## src/rtl/writeback_stage_if.sv

```systemverilog
// MEM->WB handshake bundle: MEM-stage instruction fields in, register-file/forwarding/retire outputs back.
interface writeback_stage_if #(parameter int XLEN = 64);
   logic            mem_valid;
   logic            mem_reg_write;
   logic [4:0]      mem_rd_addr;
   logic [1:0]      mem_wb_sel;
   logic [XLEN-1:0] mem_alu_result;
   logic [XLEN-1:0] mem_load_data;
   logic [XLEN-1:0] mem_pc_plus4;
   logic [2:0]      mem_funct3;
   logic            stall;
   logic            flush;
   logic [4:0]      rd_addr;
   logic [XLEN-1:0] rd_data;
   logic            reg_write;
   logic            fwd_valid;
   logic [XLEN-1:0] instret;

   modport master (
      output mem_valid, mem_reg_write, mem_rd_addr, mem_wb_sel, mem_alu_result,
             mem_load_data, mem_pc_plus4, mem_funct3, stall, flush,
      input  rd_addr, rd_data, reg_write, fwd_valid, instret
   );
   modport slave (
      input  mem_valid, mem_reg_write, mem_rd_addr, mem_wb_sel, mem_alu_result,
             mem_load_data, mem_pc_plus4, mem_funct3, stall, flush,
      output rd_addr, rd_data, reg_write, fwd_valid, instret
   );
endinterface

```

## src/rtl/writeback_stage.sv

```systemverilog
// Writeback stage: result select, load extraction/extension, registered RF write port and retire counter.
module writeback_stage #(
   parameter int XLEN = 64
) (
   input  logic              clk,
   input  logic              rst,
   writeback_stage_if.slave  wb
);

   logic [4:0]      rd_addr_q,   rd_addr_d;
   logic [XLEN-1:0] rd_data_q,   rd_data_d;
   logic            reg_write_q, reg_write_d;
   logic [XLEN-1:0] instret_q,   instret_d;

   logic [63:0]     ld64, ext64;
   logic [XLEN-1:0] ext_x, wb_data;
   logic [2:0]      off;
   logic [7:0]      ld_b;
   logic [15:0]     ld_h;
   logic [31:0]     ld_w;

   // Extraction always works on a 64-bit doubleword view of the memory word.
   if (XLEN == 64) begin : g_eq
      assign ld64  = wb.mem_load_data;
      assign ext_x = ext64;
   end else if (XLEN > 64) begin : g_gt
      assign ld64  = wb.mem_load_data[63:0];
      assign ext_x = {{(XLEN-64){1'b0}}, ext64};
   end else begin : g_lt
      assign ld64  = {{(64-XLEN){1'b0}}, wb.mem_load_data};
      assign ext_x = ext64[XLEN-1:0];
   end

   always_comb begin
      off  = wb.mem_alu_result[2:0];
      ld_b = ld64[{off, 3'b000} +: 8];
      ld_h = ld64[{off[2:1], 4'b0000} +: 16];
      ld_w = ld64[{off[2], 5'b00000} +: 32];
      case (wb.mem_funct3)
         3'b000:  ext64 = {{56{ld_b[7]}}, ld_b};
         3'b001:  ext64 = {{48{ld_h[15]}}, ld_h};
         3'b010:  ext64 = {{32{ld_w[31]}}, ld_w};
         3'b011:  ext64 = ld64;
         3'b100:  ext64 = {56'd0, ld_b};
         3'b101:  ext64 = {48'd0, ld_h};
         3'b110:  ext64 = {32'd0, ld_w};
         default: ext64 = 64'd0;
      endcase
   end

   always_comb begin
      case (wb.mem_wb_sel)
         2'b00:   wb_data = wb.mem_alu_result;
         2'b01:   wb_data = ext_x;
         2'b10:   wb_data = wb.mem_pc_plus4;
         default: wb_data = '0;
      endcase
   end

   // flush > stall > capture > bubble; a stall holds the write port but never repeats the write.
   always_comb begin
      rd_addr_d   = '0;
      rd_data_d   = '0;
      reg_write_d = 1'b0;
      instret_d   = instret_q;
      if (wb.flush) begin
         rd_addr_d = '0;
      end else if (wb.stall) begin
         rd_addr_d = rd_addr_q;
         rd_data_d = rd_data_q;
      end else if (wb.mem_valid) begin
         rd_addr_d   = wb.mem_rd_addr;
         rd_data_d   = wb_data;
         reg_write_d = wb.mem_reg_write && (wb.mem_rd_addr != 5'd0);
         instret_d   = instret_q + {{(XLEN-1){1'b0}}, 1'b1};
      end
   end

   always_ff @(posedge clk or negedge rst) begin
      if (!rst) begin
         rd_addr_q   <= '0;
         rd_data_q   <= '0;
         reg_write_q <= 1'b0;
         instret_q   <= '0;
      end else begin
         rd_addr_q   <= rd_addr_d;
         rd_data_q   <= rd_data_d;
         reg_write_q <= reg_write_d;
         instret_q   <= instret_d;
      end
   end

   assign wb.rd_addr   = rd_addr_q;
   assign wb.rd_data   = rd_data_q;
   assign wb.reg_write = reg_write_q;
   assign wb.fwd_valid = reg_write_q;
   assign wb.instret   = instret_q;

endmodule

```

## src/flat_wrapper.sv

```systemverilog
// flat-port wrapper written by rule: the top's interface ports become plain ports
module writeback_stage_flat 
#(
   parameter int XLEN = 64
)
  (clk, rst, wb_mem_valid, wb_mem_reg_write, wb_mem_rd_addr, wb_mem_wb_sel, wb_mem_alu_result, wb_mem_load_data, wb_mem_pc_plus4, wb_mem_funct3, wb_stall, wb_flush, wb_rd_addr, wb_rd_data, wb_reg_write, wb_fwd_valid, wb_instret);
  writeback_stage_if #(.XLEN(XLEN)) wb_i ();
  input  logic clk;
  input  logic rst;
  input wire logic [$bits(wb_i.mem_valid)-1:0] wb_mem_valid;
  input wire logic [$bits(wb_i.mem_reg_write)-1:0] wb_mem_reg_write;
  input wire logic [$bits(wb_i.mem_rd_addr)-1:0] wb_mem_rd_addr;
  input wire logic [$bits(wb_i.mem_wb_sel)-1:0] wb_mem_wb_sel;
  input wire logic [$bits(wb_i.mem_alu_result)-1:0] wb_mem_alu_result;
  input wire logic [$bits(wb_i.mem_load_data)-1:0] wb_mem_load_data;
  input wire logic [$bits(wb_i.mem_pc_plus4)-1:0] wb_mem_pc_plus4;
  input wire logic [$bits(wb_i.mem_funct3)-1:0] wb_mem_funct3;
  input wire logic [$bits(wb_i.stall)-1:0] wb_stall;
  input wire logic [$bits(wb_i.flush)-1:0] wb_flush;
  output wire logic [$bits(wb_i.rd_addr)-1:0] wb_rd_addr;
  output wire logic [$bits(wb_i.rd_data)-1:0] wb_rd_data;
  output wire logic [$bits(wb_i.reg_write)-1:0] wb_reg_write;
  output wire logic [$bits(wb_i.fwd_valid)-1:0] wb_fwd_valid;
  output wire logic [$bits(wb_i.instret)-1:0] wb_instret;
  assign wb_i.mem_valid = wb_mem_valid;
  assign wb_i.mem_reg_write = wb_mem_reg_write;
  assign wb_i.mem_rd_addr = wb_mem_rd_addr;
  assign wb_i.mem_wb_sel = wb_mem_wb_sel;
  assign wb_i.mem_alu_result = wb_mem_alu_result;
  assign wb_i.mem_load_data = wb_mem_load_data;
  assign wb_i.mem_pc_plus4 = wb_mem_pc_plus4;
  assign wb_i.mem_funct3 = wb_mem_funct3;
  assign wb_i.stall = wb_stall;
  assign wb_i.flush = wb_flush;
  assign wb_rd_addr = wb_i.rd_addr;
  assign wb_rd_data = wb_i.rd_data;
  assign wb_reg_write = wb_i.reg_write;
  assign wb_fwd_valid = wb_i.fwd_valid;
  assign wb_instret = wb_i.instret;
  writeback_stage #(.XLEN(XLEN)) u_core (.clk(clk), .rst(rst), .wb(wb_i));
endmodule
```

## config.mk

```make
export PLATFORM = sky130hd
export DESIGN_NAME = writeback_stage_flat
export DESIGN_NICKNAME = d
export VERILOG_FILES = /design/src/rtl/writeback_stage_if.sv /design/src/rtl/writeback_stage.sv /design/src/flat_wrapper.sv
export SDC_FILE = /design/constraint.sdc
export NUM_CORES = 1
export LEC_CHECK = 0
export BUFFER_PORTS_ARGS = -buffer_cell sky130_fd_sc_hd__clkbuf_2
export CORE_ASPECT_RATIO = 0.7
export CORE_MARGIN = 10
export CORE_UTILIZATION = 45
export CTS_CLUSTER_SIZE = 16
export DETAILED_ROUTE_END_ITERATION = 6
export HOLD_SLACK_MARGIN = 0.08
export PLACE_DENSITY = 0.78
export SLEW_MARGIN = 20
export SYNTH_ARGS = -nofsm -noshare
export SYNTH_HDL_FRONTEND = slang
export SYNTH_SLANG_ARGS = --single-unit
```

## constraint.sdc

```tcl
create_clock -name clk -period 1.78 [get_ports clk]
set_clock_uncertainty 0.05 [all_clocks]
set_input_delay 0.178 -clock clk [delete_from_list [all_inputs] [get_ports clk]]
set_output_delay 0.178 -clock clk [all_outputs]
set_load 0.1 [all_outputs]
```

# --- Word level (Yosys, flattened, before mapping) ---
# Index checks and enable logic that the tools add are counted.
op_classes:
  mux: 11
  reduce_logical: 5
  shifts: 3
  n_eq_ne: 9
  bitwise_logic: 2
  add_sub_neg: 1
op_table:
  columns: ["operator", "n"]
  rows:
  - ["64-bit case mux with 7 select lines", 1]
  - ["64-bit two-way mux", 3]
  - ["64-bit case mux with 3 select lines", 1]
  - ["64-bit by 1-bit adder with 64-bit output (second input constant)", 1]
  - ["64-bit by 7-bit variable part select with 16-bit output", 1]
  - ["64-bit by 7-bit variable part select with 32-bit output", 1]
  - ["64-bit by 7-bit variable part select with 8-bit output", 1]
  - ["5-bit two-way mux", 3]
  - ["3-bit equality test (second input constant)", 3]
  - ["3-bit by 2-bit equality test with 1-bit output (second input constant)", 2]
  - ["5-bit nonzero test", 1]
  - ["3-bit by 1-bit equality test with 1-bit output (second input constant)", 1]
  - ["3-bit zero test", 1]
  - ["1-bit two-way mux", 3]
  - ["3-bit AND reduction", 1]
  - ["2-bit by 1-bit equality test with 1-bit output (second input constant)", 1]
  - ["2-bit equality test (second input constant)", 1]
  - ["2-bit zero test", 1]
  - ["2-bit by 1-bit inequality test with 1-bit output (second input constant)", 1]
  - ["1-bit inverter", 2]
  - ["1-bit logical AND", 1]
word_totals:
  ff_bits: 134
  in_bits: 208
  out_inout_bits: 135

# --- Depth between registers and ports, before layout ---
logic_depth:
  depth_word: 6
  depth_mapped: 8

# --- Worst setup path before layout ---
# No wires, ideal clock.
synth_path:
  path_kind: "register to register"
  start: "register u_core.instret_q[39], in the netlist u_core.wb.instret[39]"
  end: "register u_core.instret_q[50], in the netlist u_core.wb.instret[50]"
  required_ns: 1.567
  setup_slack_ns: -0.812
  stages_incl_launch_ff: 6
  arrival_time_ns: 2.379
  setup_ns: 0.163
  cell_sequence: "dfrtp_1 -> nand3_1 -> or4_1 -> nand4b_4 -> nor3_1 -> xor2_1"
synth_between:
  elab_chain_len: 1
synth_lines:
  columns: ["element", "line_no", "rtl"]
  rows:
  - ["from (decl)", "writeback_stage.sv:13", "logic [XLEN-1:0] instret_q, instret_d;"]
  - ["from (signal assigned)", "writeback_stage.sv:89", "instret_q <= instret_d;"]
  - ["64-bit by 1-bit adder with 64-bit output", "writeback_stage.sv:75", "instret_d = instret_q + {{(XLEN-1){1'b0}}, 1'b1};"]
# Every way passes these cells.
# A chain may end at the register's enable or synchronous reset.

# --- Worst setup path in the final report ---
layout_path:
  start: "register u_core.instret_q[40], in the netlist u_core.wb.instret[40]"
  end: "register u_core.instret_q[57], in the netlist u_core.wb.instret[57]"
# The elaborated chain is that of the path after synthesis.

==> results.ini <==
[clock_network]
cts_tree=yes
ctsHtreeMaxLevel=4
insertion_delay_ns=0.42
numCtsBuffers=17
clk_pin_slew_worst_paths_ns=0.07
cts_sinks=134
cts-root-buf=clkbuf_16
cts_buffer_depth=2

[pwr]
p_comb_frac=0.267
vdd_drop_max_uv=636
switching_power_mw=3.23
intPower_mw=6.42
power.share.switching=0.335
power_frac_seq=0.337
p_total_mw=9.66
clkPwrFrac=0.396
leakage_nw=6.73
powerDensity_mw_per_mm2=711

[layout]
fillCellCount=1285
final_area_mm2=0.0136
drive_gt1_frac=0.537
final_util=0.746
nets=1586
final_common_cell=clkbuf_2
final_cell_count_no_fill=1629
syn2layout_area_growth_pct=61.3
final_cell_mix=clkbuf_2, buf_4, nand2_1

[synth]
async_flop_share=1.00
synth_area_mm2=0.00843
synth.largest_area_cell=dfrtp_1
syn_inst=856
synth-seq-area-share=0.398
yosys-top-cells-area=dfrtp_1, mux2i_1, nand2_1
synth_flop_cell=dfrtp_1
syn_area_per_cell_um2=9.84
synth_edf_count=0
yosys_warnings=0
synth-seq-cells=134
synth.top_cell.area_share=0.398
syn-num-nets=1065
synth_cell_types=59

[worst_hold_path]
hp-class=input pin to register

[timing]
fin_setup_tns_ns=-1.42
worst_pin_slew_ns=0.603
relSlewSlack=0.600
setup_violations=22
hold_slack_ns=0.0884
finalCritPeriodShare=1.08
fin_crit_ns=1.93
hold_viol_final=0
fmax_mhz=519
slew_violations=0
rsz0062_at_grt=yes
fin_ws_ns=-0.148

[setup_path]
cp_slowest_cell=or4_4
path_cells=nand3_4, or4_4, nand4b_4, nor4_4, xor2_1
path_buf_inv=0
start_kind=register
critPathKind=register to register
required_ns=2.06
max_stage_delay_ns=0.57
crit_family=simple AND/OR/NAND/NOR gates
worstPathArrival_ns=2.21
cp_max_fo=5
end_kind=register

[run]
drv_cap=0

[floorplanning]
row_count=41
die_w_um=184
initial_core_util=0.463
ioPinCount=343
die_h_um=134
dieArea_mm2=0.0247
core-area_mm2=0.0182

[place]
pre_cts_ws_ns=-0.339
dp.cells=1534
place_hpwl_um=29200
port_buffers=342
gp_congestion=1.03
place_area_mm2=0.0120

[drt]
ant_nets=0
wl_per_cell_um=23.8
drtIter0Drc=928
num_vias=9611
dr.pass1.iters=6
drc=0
viasPerCell=5.90
routed_wl_um=38700

[grt]
grt_use_total=0.299
grt_pass1_wl_um=57300
grt_max_degree=70
grt_pass1_vias=9681
gr-total-overflow=0
antenna_found_initial=1

[run_status]
violations=setup timing
outcome=finished, violations left

-- metal layers --
layer	up-vias	wire, um	GRT usage
met5	-	0	0
met4	0	1120	0.0990
li1	4245	-	-
met2	599	17600	0.465
met3	90	4260	0.0962
met1	4677	15800	0.386
-- synthesized netlist by cell type, drive strengths merged, types with 2 or more instances --
master,count
dfrtp,134
nand2,91
o21ai,77
mux2i,67
nor2,62
a211oi,40
xor2,34
clkbuf,33
buf,31
xnor2,29
nand3,24
mux2,21
a31oi,17
nor4,17
a221o,16
a22oi,16
mux4,15
nand4,15
nor3,14
inv,13
o221ai,12
o2bb2ai,10
a21oi,9
a22o,6
and3,6
or3,6
and4,5
nand2b,5
nor2b,4
a221oi,3
nor3b,3
a311oi,2
and3b,2
o21a,2
o21bai,2
or2,2
-- power groups by stage --
stage	registers, mW	clock network, mW	logic [mW]
after floorplan	4.04	0	0.719
after global placement	3.31	0	2.36
after detailed placement	3.31	0	2.39
after CTS	3.25	3.85	2.48
after global routing	3.26	4.01	2.69
final	3.26	3.82	2.58
-- worst reg2reg max path: stages (launching register included) --
cell and delay, ns:
dfrtp_4 0.43, nand3_4 0.07, or4_4 0.57, nand4b_4 0.30
nor4_4 0.22, xor2_1 0.21
-- cells by family after synthesis --
kind of cell | Yosys count | synth area share
mux | 103 | 0.148
simple gates | 261 | 0.161
compound gates | 217 | 0.183
flops | 134 | 0.398
buf+inv | 77 | 0.0426
fa+ha+maj | 1 | 0.00148
xor+xnor | 63 | 0.0655
-- sequential cells by signal, indices dropped and copies added, names as in the netlist --
register,flops
u_core.wb.instret,64
u_core.wb.rd_data,64
u_core.wb.rd_addr,5
u_core.wb.fwd_valid,1
-- final cells by class --
| type | instances | area, um^2 | area share |
|---|---|---|---|
| Tap cell | 236 | 295 | 0.0217 |
| Antenna cell | 3 | 7.51 | 0.000553 |
| Inverter | 13 | 48.8 | 0.00359 |
| Sequential cell | 134 | 3550 | 0.261 |
| Clock inverter | 14 | 200 | 0.0147 |
| Multi-Input combinational cell | 647 | 5340 | 0.393 |
| Timing Repair Buffer | 564 | 3720 | 0.274 |
| Clock buffer | 18 | 429 | 0.0316 |
-- what timing repair did --
item,CTS,global route
buffers inserted,4,12
endpoints found under the hold margin,135,0
hold buffers,45,0
gates resized for setup,20,55
setup endpoints to repair,26,48
pin swaps,14,35
gates cloned,1,1
-- final timing paths --
path / start / endpoint / slack [ns] / cells after the start
worst max-delay path: u_core.wb.instret[40]$_DFFE_PN0P_ / u_core.wb.instret[57]$_DFFE_PN0P_ / -0.15 / 5
worst min-delay path: wb_mem_alu_result[4] / u_core.wb.rd_data[4]$_DFFE_PN0P_ / 0.09 / 3
worst max register to register: u_core.wb.instret[40]$_DFFE_PN0P_ / u_core.wb.instret[57]$_DFFE_PN0P_ / -0.15 / 5
worst min register to register: u_core.wb.rd_data[63]$_DFFE_PN0P_ / u_core.wb.rd_data[63]$_DFFE_PN0P_ / 0.44 / 2
max in group asynchronous: rst / u_core.wb.rd_data[26]$_DFFE_PN0P_ / 0.76 / 3
min in group asynchronous: rst / u_core.wb.instret[15]$_DFFE_PN0P_ / 0.22 / 2
(Power assumes the default switching activity.)
